`src/rtl/uart_regbridge_pkg.sv`:
```
// Shared types and byte codes for the UART register bridge.
// Optional inter-byte timeout is enabled with UART_REGBRIDGE_TIMEOUT_EN.
package uart_regbridge_pkg;

    typedef enum logic [2:0] {
        ST_IDLE,
        ST_ADDR,
        ST_DATA,
        ST_BUS,
        ST_RESP
    } state_t;

    localparam logic [7:0] CMD_WR  = 8'h57;
    localparam logic [7:0] CMD_RD  = 8'h52;
    localparam logic [7:0] RSP_ACK = 8'h06;
    localparam logic [7:0] RSP_NAK = 8'h15;

endpackage

```
`src/rtl/uart_regbridge_tmr.sv`:
```
// Loadable, clearable cycle counter; o_tc is high on the TERM-th counted cycle.
// Counter saturates at the terminal count until cleared or loaded.
module uart_regbridge_tmr #(
    parameter int unsigned TERM = 64,
    parameter int unsigned W    = $clog2(TERM + 1)
) (
    input  logic         i_clk,
    input  logic         i_rst,
    input  logic         i_clr,
    input  logic         i_load,
    input  logic [W-1:0] i_load_val,
    input  logic         i_en,
    output logic         o_tc
);

    logic [W-1:0] cnt;

    always_ff @(posedge i_clk) begin
        if (!i_rst) begin
            cnt <= '0;
        end else if (i_clr) begin
            cnt <= '0;
        end else if (i_load) begin
            cnt <= i_load_val;
        end else if (i_en && !o_tc) begin
            cnt <= cnt + 1'b1;
        end
    end

    // cnt starts at zero on the first counted cycle, so TERM-1 marks the TERM-th.
    assign o_tc = (cnt == W'(TERM - 1));

endmodule

```
`src/rtl/uart_regbridge.sv`:
```
// UART byte-stream to register-bus bridge: 0x57 addr data writes, 0x52 addr reads, one reply byte per frame.
// Optional inter-byte frame timeout is enabled with UART_REGBRIDGE_TIMEOUT_EN.
module uart_regbridge
    import uart_regbridge_pkg::*;
#(
    parameter int unsigned RX_TIMEOUT  = 50000,
    parameter int unsigned BUS_TIMEOUT = 64
) (
    input  logic       i_clk,
    input  logic       i_rst,
    input  logic [7:0] i_rx_data,
    input  logic       i_rx_valid,
    output logic       o_rx_ready,
    output logic [7:0] o_tx_data,
    output logic       o_tx_valid,
    input  logic       i_tx_ready,
    output logic       o_bus_req,
    output logic       o_bus_we,
    output logic [7:0] o_bus_addr,
    output logic [7:0] o_bus_wdata,
    input  logic       i_bus_ack,
    input  logic [7:0] i_bus_rdata,
    output logic       o_frame_err
);

    state_t state;
    logic   bus_tc;
    logic   rx_drop;

    assign o_rx_ready = (state == ST_IDLE) || (state == ST_ADDR) || (state == ST_DATA);

    uart_regbridge_tmr #(.TERM(BUS_TIMEOUT)) u_bus_tmr (
        .i_clk      (i_clk),
        .i_rst      (i_rst),
        .i_clr      (state != ST_BUS),
        .i_load     (1'b0),
        .i_load_val ('0),
        .i_en       (state == ST_BUS),
        .o_tc       (bus_tc)
    );

`ifdef UART_REGBRIDGE_TIMEOUT_EN
    logic in_frame;
    logic rx_tc;

    assign in_frame = (state == ST_ADDR) || (state == ST_DATA);

    uart_regbridge_tmr #(.TERM(RX_TIMEOUT)) u_rx_tmr (
        .i_clk      (i_clk),
        .i_rst      (i_rst),
        .i_clr      (!in_frame || i_rx_valid),
        .i_load     (1'b0),
        .i_load_val ('0),
        .i_en       (in_frame),
        .o_tc       (rx_tc)
    );

    assign rx_drop = in_frame && !i_rx_valid && rx_tc;
`else
    assign rx_drop = 1'b0;
`endif

    always_ff @(posedge i_clk) begin
        if (!i_rst) begin
            state       <= ST_IDLE;
            o_tx_data   <= 8'h00;
            o_tx_valid  <= 1'b0;
            o_bus_req   <= 1'b0;
            o_bus_we    <= 1'b0;
            o_bus_addr  <= 8'h00;
            o_bus_wdata <= 8'h00;
            o_frame_err <= 1'b0;
        end else begin
            o_frame_err <= 1'b0;
            case (state)
                ST_IDLE: begin
                    if (i_rx_valid) begin
                        if (i_rx_data == CMD_WR || i_rx_data == CMD_RD) begin
                            o_bus_we <= (i_rx_data == CMD_WR);
                            state    <= ST_ADDR;
                        end else begin
                            o_tx_data   <= RSP_NAK;
                            o_tx_valid  <= 1'b1;
                            o_frame_err <= 1'b1;
                            state       <= ST_RESP;
                        end
                    end
                end
                ST_ADDR: begin
                    if (i_rx_valid) begin
                        o_bus_addr <= i_rx_data;
                        if (o_bus_we) begin
                            state <= ST_DATA;
                        end else begin
                            o_bus_req <= 1'b1;
                            state     <= ST_BUS;
                        end
                    end else if (rx_drop) begin
                        o_frame_err <= 1'b1;
                        state       <= ST_IDLE;
                    end
                end
                ST_DATA: begin
                    if (i_rx_valid) begin
                        o_bus_wdata <= i_rx_data;
                        o_bus_req   <= 1'b1;
                        state       <= ST_BUS;
                    end else if (rx_drop) begin
                        o_frame_err <= 1'b1;
                        state       <= ST_IDLE;
                    end
                end
                ST_BUS: begin
                    // An ack on the final allowed cycle takes priority over the timeout.
                    if (i_bus_ack) begin
                        o_bus_req  <= 1'b0;
                        o_tx_data  <= o_bus_we ? RSP_ACK : i_bus_rdata;
                        o_tx_valid <= 1'b1;
                        state      <= ST_RESP;
                    end else if (bus_tc) begin
                        o_bus_req   <= 1'b0;
                        o_tx_data   <= RSP_NAK;
                        o_tx_valid  <= 1'b1;
                        o_frame_err <= 1'b1;
                        state       <= ST_RESP;
                    end
                end
                ST_RESP: begin
                    if (i_tx_ready) begin
                        o_tx_valid <= 1'b0;
                        state      <= ST_IDLE;
                    end
                end
                default: state <= ST_IDLE;
            endcase
        end
    end

endmodule

```
`config.mk`:
```
export PLATFORM = sky130hd
export DESIGN_NAME = uart_regbridge
export DESIGN_NICKNAME = d
export VERILOG_FILES = /design/src/rtl/uart_regbridge_pkg.sv /design/src/rtl/uart_regbridge_tmr.sv /design/src/rtl/uart_regbridge.sv
export SDC_FILE = /design/constraint.sdc
export NUM_CORES = 1
export LEC_CHECK = 0
export ABC_CLOCK_PERIOD_IN_PS = 3900
export CELL_PAD_IN_SITES_DETAIL_PLACEMENT = 0
export CELL_PAD_IN_SITES_GLOBAL_PLACEMENT = 1
export CORE_ASPECT_RATIO = 0.75
export CORE_MARGIN = 1.5
export CORE_UTILIZATION = 38
export CTS_CLUSTER_DIAMETER = 120
export CTS_CLUSTER_SIZE = 14
export DETAILED_ROUTE_END_ITERATION = 6
export GPL_TIMING_DRIVEN = 0
export PLACE_DENSITY = 0.81
export SLEW_MARGIN = 20
export SYNTH_ARGS = -nofsm -noshare
export SYNTH_HDL_FRONTEND = slang
export SYNTH_SLANG_ARGS = --single-unit
```
`constraint.sdc`:
```
create_clock -name i_clk -period 3.9 [get_ports i_clk]
set_clock_uncertainty 0.1 [all_clocks]
set_input_delay 0.39 -clock i_clk [delete_from_list [all_inputs] [get_ports i_clk]]
set_output_delay 0.39 -clock i_clk [all_outputs]
set_load 0.03 [all_outputs]
```
# ---- Word level (Yosys, flattened, before mapping)
# Cells that the tools add are included.
dict set report word_totals {
  word_cells 75
  ff_bits 38
}
dict set report op_classes {
  n_bitwise 1
  mux 32
  reduce_logical 17
  eq_ne 15
  n_addsub 1
}
# operator count
set op_table {}
lappend op_table {{2-to-1 mux 8 bit} 5}
lappend op_table {{2-to-1 mux 3 bit} 7}
lappend op_table {{== test 8 x 7 -> 1 bit, second input constant} 2}
lappend op_table {{one-hot mux 8 bit (2 select lines)} 1}
lappend op_table {{2-to-1 mux 1 bit} 15}
lappend op_table {{one-hot mux 3 bit (5 select lines)} 1}
lappend op_table {{AND reduction 5 bit} 3}
lappend op_table {{!= test 2 bit, second input constant} 6}
lappend op_table {{adder 7 x 1 -> 7 bit, second input constant} 1}
lappend op_table {{== test 7 x 6 -> 1 bit, second input constant} 1}
lappend op_table {{== test 3 x 2 -> 1 bit, second input constant} 2}
lappend op_table {{one-hot mux 1 bit (3 select lines)} 2}
lappend op_table {{nonzero test 3 bit} 2}
lappend op_table {{AND reduction 2 bit} 2}
lappend op_table {{AND reduction 4 bit} 1}
lappend op_table {{== test 3 x 1 -> 1 bit, second input constant} 1}
lappend op_table {{== test 3 bit, second input constant} 1}
lappend op_table {{zero test 3 bit} 1}
lappend op_table {{logical OR 1 bit} 3}
lappend op_table {{!= test 3 x 2 -> 1 bit, second input constant} 1}
lappend op_table {{!= test 3 bit, second input constant} 1}
lappend op_table {{AND reduction 3 bit} 1}
lappend op_table {{one-hot mux 1 bit (2 select lines)} 1}
lappend op_table {{nonzero test 2 bit} 1}
lappend op_table {{other kinds (4)} 4}

# ---- Depth between registers and ports, before layout
dict set report depth {
  depth_word 5
  ltp_mapped 6
  ltp_nobuf 5
}

# ---- Modules after synthesis
# Synthesis repeated with hierarchy kept, for this count alone.
dict set report unflattened {
  cells_unflattened 195
  area_unflattened_um2 1793.0
}
# mod area_per_inst_um2 instances seq_area_each_um2 cells_per_inst
set modules_own_cells {}
lappend modules_own_cells {uart_regbridge 1370.1 1 620.6 147}
lappend modules_own_cells {uart_regbridge_tmr 422.9 1 140.1 48}

# ---- Worst setup path before layout
# OpenSTA, ideal clock, no wires.
dict set report synth_timing {
  path_kind {register -> register}
  from {register u_bus_tmr.cnt[0]}
  to {register o_tx_data[3]}
  slack_ps 2264
  period_less_slack_ps 1636
  path_buffers 1
  t_arrival_ps 1418
  required_time_ps 3682
  stages_incl_launch_ff 7
  path_cell_list {dfxtp_1 > ha_1 > and3b_1 > a21oi_1 > o21a_1 > buf_6 > a32o_2}
}
dict set report synth_via {
  elab_chain_cells 3
}
# item line_no
set synth_lines {}
lappend synth_lines {{from (decl)} uart_regbridge_tmr.sv:16} ;# logic [W-1:0] cnt;
lappend synth_lines {{from (signal assigned)} uart_regbridge_tmr.sv:24} ;# cnt <= i_load_val;
lappend synth_lines {{from (signal assigned)} uart_regbridge_tmr.sv:26} ;# cnt <= cnt + 1'b1;
lappend synth_lines {{== test 7 x 6 -> 1 bit} uart_regbridge_tmr.sv:31} ;# assign o_tc = (cnt == W'(TERM - 1));
lappend synth_lines {{!= test 3 bit (no source line)} n/a}
lappend synth_lines {{AND reduction 4 bit (no source line)} n/a}
lappend synth_lines {{to (signal assigned)} uart_regbridge.sv:117} ;# o_tx_data <= o_bus_we ? RSP_ACK : i_bus_rdata;
lappend synth_lines {{to (decl)} uart_regbridge.sv:14} ;# output logic [7:0] o_tx_data,
# No other way between the ends.
# A chain may end at the register's enable or synchronous reset.

# ---- Final worst setup path
dict set report layout_timing {
  from {register state[1]}
  to {output port o_rx_ready}
}
dict set report layout_via {
  elab_chain_cells 3
  elab_cells_between_ends 5
}
# item line_no
set layout_lines {}
lappend layout_lines {{from (decl)} uart_regbridge.sv:26} ;# state_t state;
lappend layout_lines {{from (signal assigned)} uart_regbridge.sv:65} ;# state <= ST_IDLE;
lappend layout_lines {{from (signal assigned)} uart_regbridge.sv:80} ;# state <= ST_ADDR;
lappend layout_lines {{from (signal assigned)} uart_regbridge.sv:85} ;# state <= ST_RESP;
lappend layout_lines {{== test 3 x 1 -> 1 bit or zero test 3 bit (tied branches)} uart_regbridge.sv:30} ;# assign o_rx_ready = (state == ST_IDLE) || (state == ST_ADDR) || (state == ST_DATA);
lappend layout_lines {{logical OR 1 bit} uart_regbridge.sv:30}
lappend layout_lines {{logical OR 1 bit *} uart_regbridge.sv:30}
lappend layout_lines {{to (decl)} uart_regbridge.sv:13} ;# output logic o_rx_ready,
# Every way passes the cells marked *; elsewhere a longest branch is shown, timed or not.

==> flow_summary.yaml <==
run_status:
  status: "completed"
synth:
  yosysSeqAreaShare_pct: 43.5
  synthesis.area_sq_um: 1750
  async_reset_ff_share_pct: 0
  yosys-top-cells-area: "dfxtp_1 (44%), mux2i_1 (9.2%), nor2_1 (4.9%)"
  synth_top_cell_area_share_pct: 43.5
  ys_ff_latch: 38
  synth_cell_types: 49
  ys_warn_count: 0
  synth-edff-count: 0
  syn_inst: 179
  syn_nets: 201
  avgSynthCellArea_sq_um: 9.76
  synth_top_flop_cell: "dfxtp_1"
  synth_area_leader_cell: "dfxtp_1"
clock_tree:
  insertion_delay_ps: 290
  h-tree-depth: 2
  cts.sinks: 38
  cts_root_buffer: "clkbuf_8"
  postCtsHoldBufs: 0
  path_clk_slew_ps: 80
  clk_path_buf_depth: 2
  cts_tree: "yes"
  cts_resized: 0
  numCtsBuffers: 5
  postCtsSetupBuffers: 0
timing:
  timing.final.crit_share_pct: 57.2
  fmax_mhz: 448
  finalHoldViolations: 0
  worst_slew_pin_slew_ps: 511
  timing.hold.ws_ps: 348
  max_slew_margin_pct: 65.9
  period_minus_slack_ps: 2230
  maxSlewViolCount: 0
  rsz0062_at_grt: "false"
  setup_viol: 0
  final.setup.tns_ps: 0
floorplan:
  die_w_microns: 81.3
  start_util_pct: 39.4
  dieArea_sq_um: 5020
  boundaryPins: 50
  die_h_microns: 61.7
  placementRows: 21
  coreArea_sq_um: 4440
detailed_routing:
  firstDrtPassIters: 4
  vias: 1478
  wl_per_cell_microns: 14.4
  drtIter0Drc: 133
  drc: 0
  viasPerCell: 5.04
  totalWireLength_microns: 4210
  ant_nets: 0
finish:
  multi_input_area_sq_um: 888
  area_growth_syn_to_layout_pct: 40.3
  fillerInstances: 406
  drive_above_1_share_pct: 11.9
  regArea_sq_um: 761
  diodes: 0
  nNetsFinal: 257
global_routing:
  grt_pass1_wl_microns: 6670
  grt_max_degree: 13
  grt_overflow: 0
  first_global_vias: 1295
  grt_antenna_before_repair: 0
  grtUsageTotal_pct: 18.3
placed_design:
  place_congestion: 0.810
  dp_hpwl_microns: 3070
  port-buffer-count: 49
power_and_ir_drop:
  power_per_cell_area_nw_per_um2: 370
  vdd_drop_max_mv: 0.199
  power.leakage_nw: 0.899
run:
  cap_violations: 0
setup_path:
  crit_type: "reg -> out"
  critPathCaptureType: "output port"
  required_ps: 3410
  cp.buffers_inverters: 2
  worstPathArrival_ps: 1740
  max_stage_delay_ps: 690
  cp_max_fo: 10
  path_cells: "buf_2 > a21oi_1 > clkdlybuf4s50_1"
  slowest_stage: "clkdlybuf4s50_1"
  setup.worst_path.start_class: "register"
  crit_family: "buffers and inverters"
hold_path:
  min_path_type: "reg -> reg"
==> Yosys cell counts (2+ instances only) <==
cell and n:
o21ai_0 8, nand3b_1 3, o2111ai_1 3, and3_1 3, xor2_1 4, inv_1 9
o21a_1 3, dfxtp_1 38, mux2i_1 16, nor2b_1 3, a32o_2 4, buf_6 2
nand2b_1 2, o211ai_1 2, a21oi_1 9, and3b_1 2, nand2_1 6, clkbuf_1 3
xnor2_1 3, nor3_1 2, buf_4 3, nor2_1 23, nor4_1 2
==> sequential cells by signal, summed over array words and instances (netlist names) <==
| signal | flops |
|---|---|
| o_bus_we | 1 |
| state | 3 |
| o_tx_data | 8 |
| o_tx_valid | 1 |
| u_bus_tmr.cnt | 7 |
| o_bus_req | 1 |
| o_bus_addr | 8 |
| o_bus_wdata | 8 |
| o_frame_err | 1 |
==> layout by cell type (no fill, tap or decap), types with 2 or more instances in the layout <==
master / count
a32o_2: 4
nand3b_1: 3
and3_1: 3
clkbuf_8: 6
bufinv_16: 2
nand2_1: 6
buf_6: 2
buf_4: 3
o21a_1: 3
nor3_1: 2
and3b_1: 2
o2111ai_1: 3
xnor2_1: 3
inv_1: 9
clkdlybuf4s50_1: 49
nor4_1: 2
nor2b_1: 3
dfxtp_1: 38
a21oi_1: 9
mux2i_1: 16
xor2_1: 4
nand2b_1: 2
o211ai_1: 2
clkbuf_1: 3
o21ai_0: 8
nor2_1: 23
==> path summary, 6_finish.rpt <==
path	startpoint	cells after the start	slack, ps	endpoint
max	state[1]$_SDFFE_PN0P_	3	1670	o_rx_ready
min	u_bus_tmr.cnt[6]$_SDFFE_PP0P_	2	350	u_bus_tmr.cnt[6]$_SDFFE_PP0P_
max reg2reg	u_bus_tmr.cnt[0]$_SDFFE_PP0P_	5	2020	o_frame_err$_SDFF_PN0_
min reg2reg	u_bus_tmr.cnt[6]$_SDFFE_PP0P_	2	350	u_bus_tmr.cnt[6]$_SDFFE_PP0P_
==> metrics by stage <==
stage / util, % / total power, mW / setup WS (ps) / cells / instance area (sq um)
3_5_place_dp: 52.0 / 0.497 / 1710 / 285 / 2310
6_report: 55.2 / 0.906 / 1670 / 293 / 2450
2_1_floorplan: - / 0.451 / 2260 / 179 / 1750
5_1_grt: 55.2 / 0.944 / 1610 / 293 / 2450
3_3_place_gp: 52.0 / 0.498 / 1680 / 285 / 2310
4_1_cts: 55.2 / 0.917 / 1660 / 293 / 2450
==> cell type report <==
type / count / area share [%]
multi-input combinational: 122 / 36.2
sequential: 38 / 31.0
timing repair buffer: 49 / 20.0
clock buffer: 6 / 3.37
tap: 57 / 2.91
buffer: 9 / 2.50
clock inverter: 2 / 2.45
inverter: 10 / 1.53
==> power by group <==
group | total (mW) | internal [mW] | switching (mW)
clock | 0.418 | 0.273 | 0.145
sequential | 0.398 | 0.394 | 0.00386
combinational | 0.0907 | 0.0446 | 0.0461
==> worst min-delay path, stage by stage, from the launching register on <==
cell      delay, ps
dfxtp_1         330
inv_1            50
a311oi_1         30
==> kinds of logic after synthesis <==
group / after synthesis / synth area share (%)
and+or+nand+nor: 57 / 19.4
xor gates and xnor gates: 7 / 3.51
AOI/OAI and AO/OA: 41 / 18.0
adders and majority gates: 1 / 0.716
DFF: 38 / 43.5
buffers and inverters: 19 / 5.65
muxes: 16 / 9.16
==> metal layers <==
metal  up-vias  GRT usage [%]  wire, microns
met3         4           7.45            195
met1       676           28.0           2330
met5         -              0              0
met2        39           22.7           1640
li1        759              -              -
met4         0           5.17             49
Power figures use the tool's default switching activity.
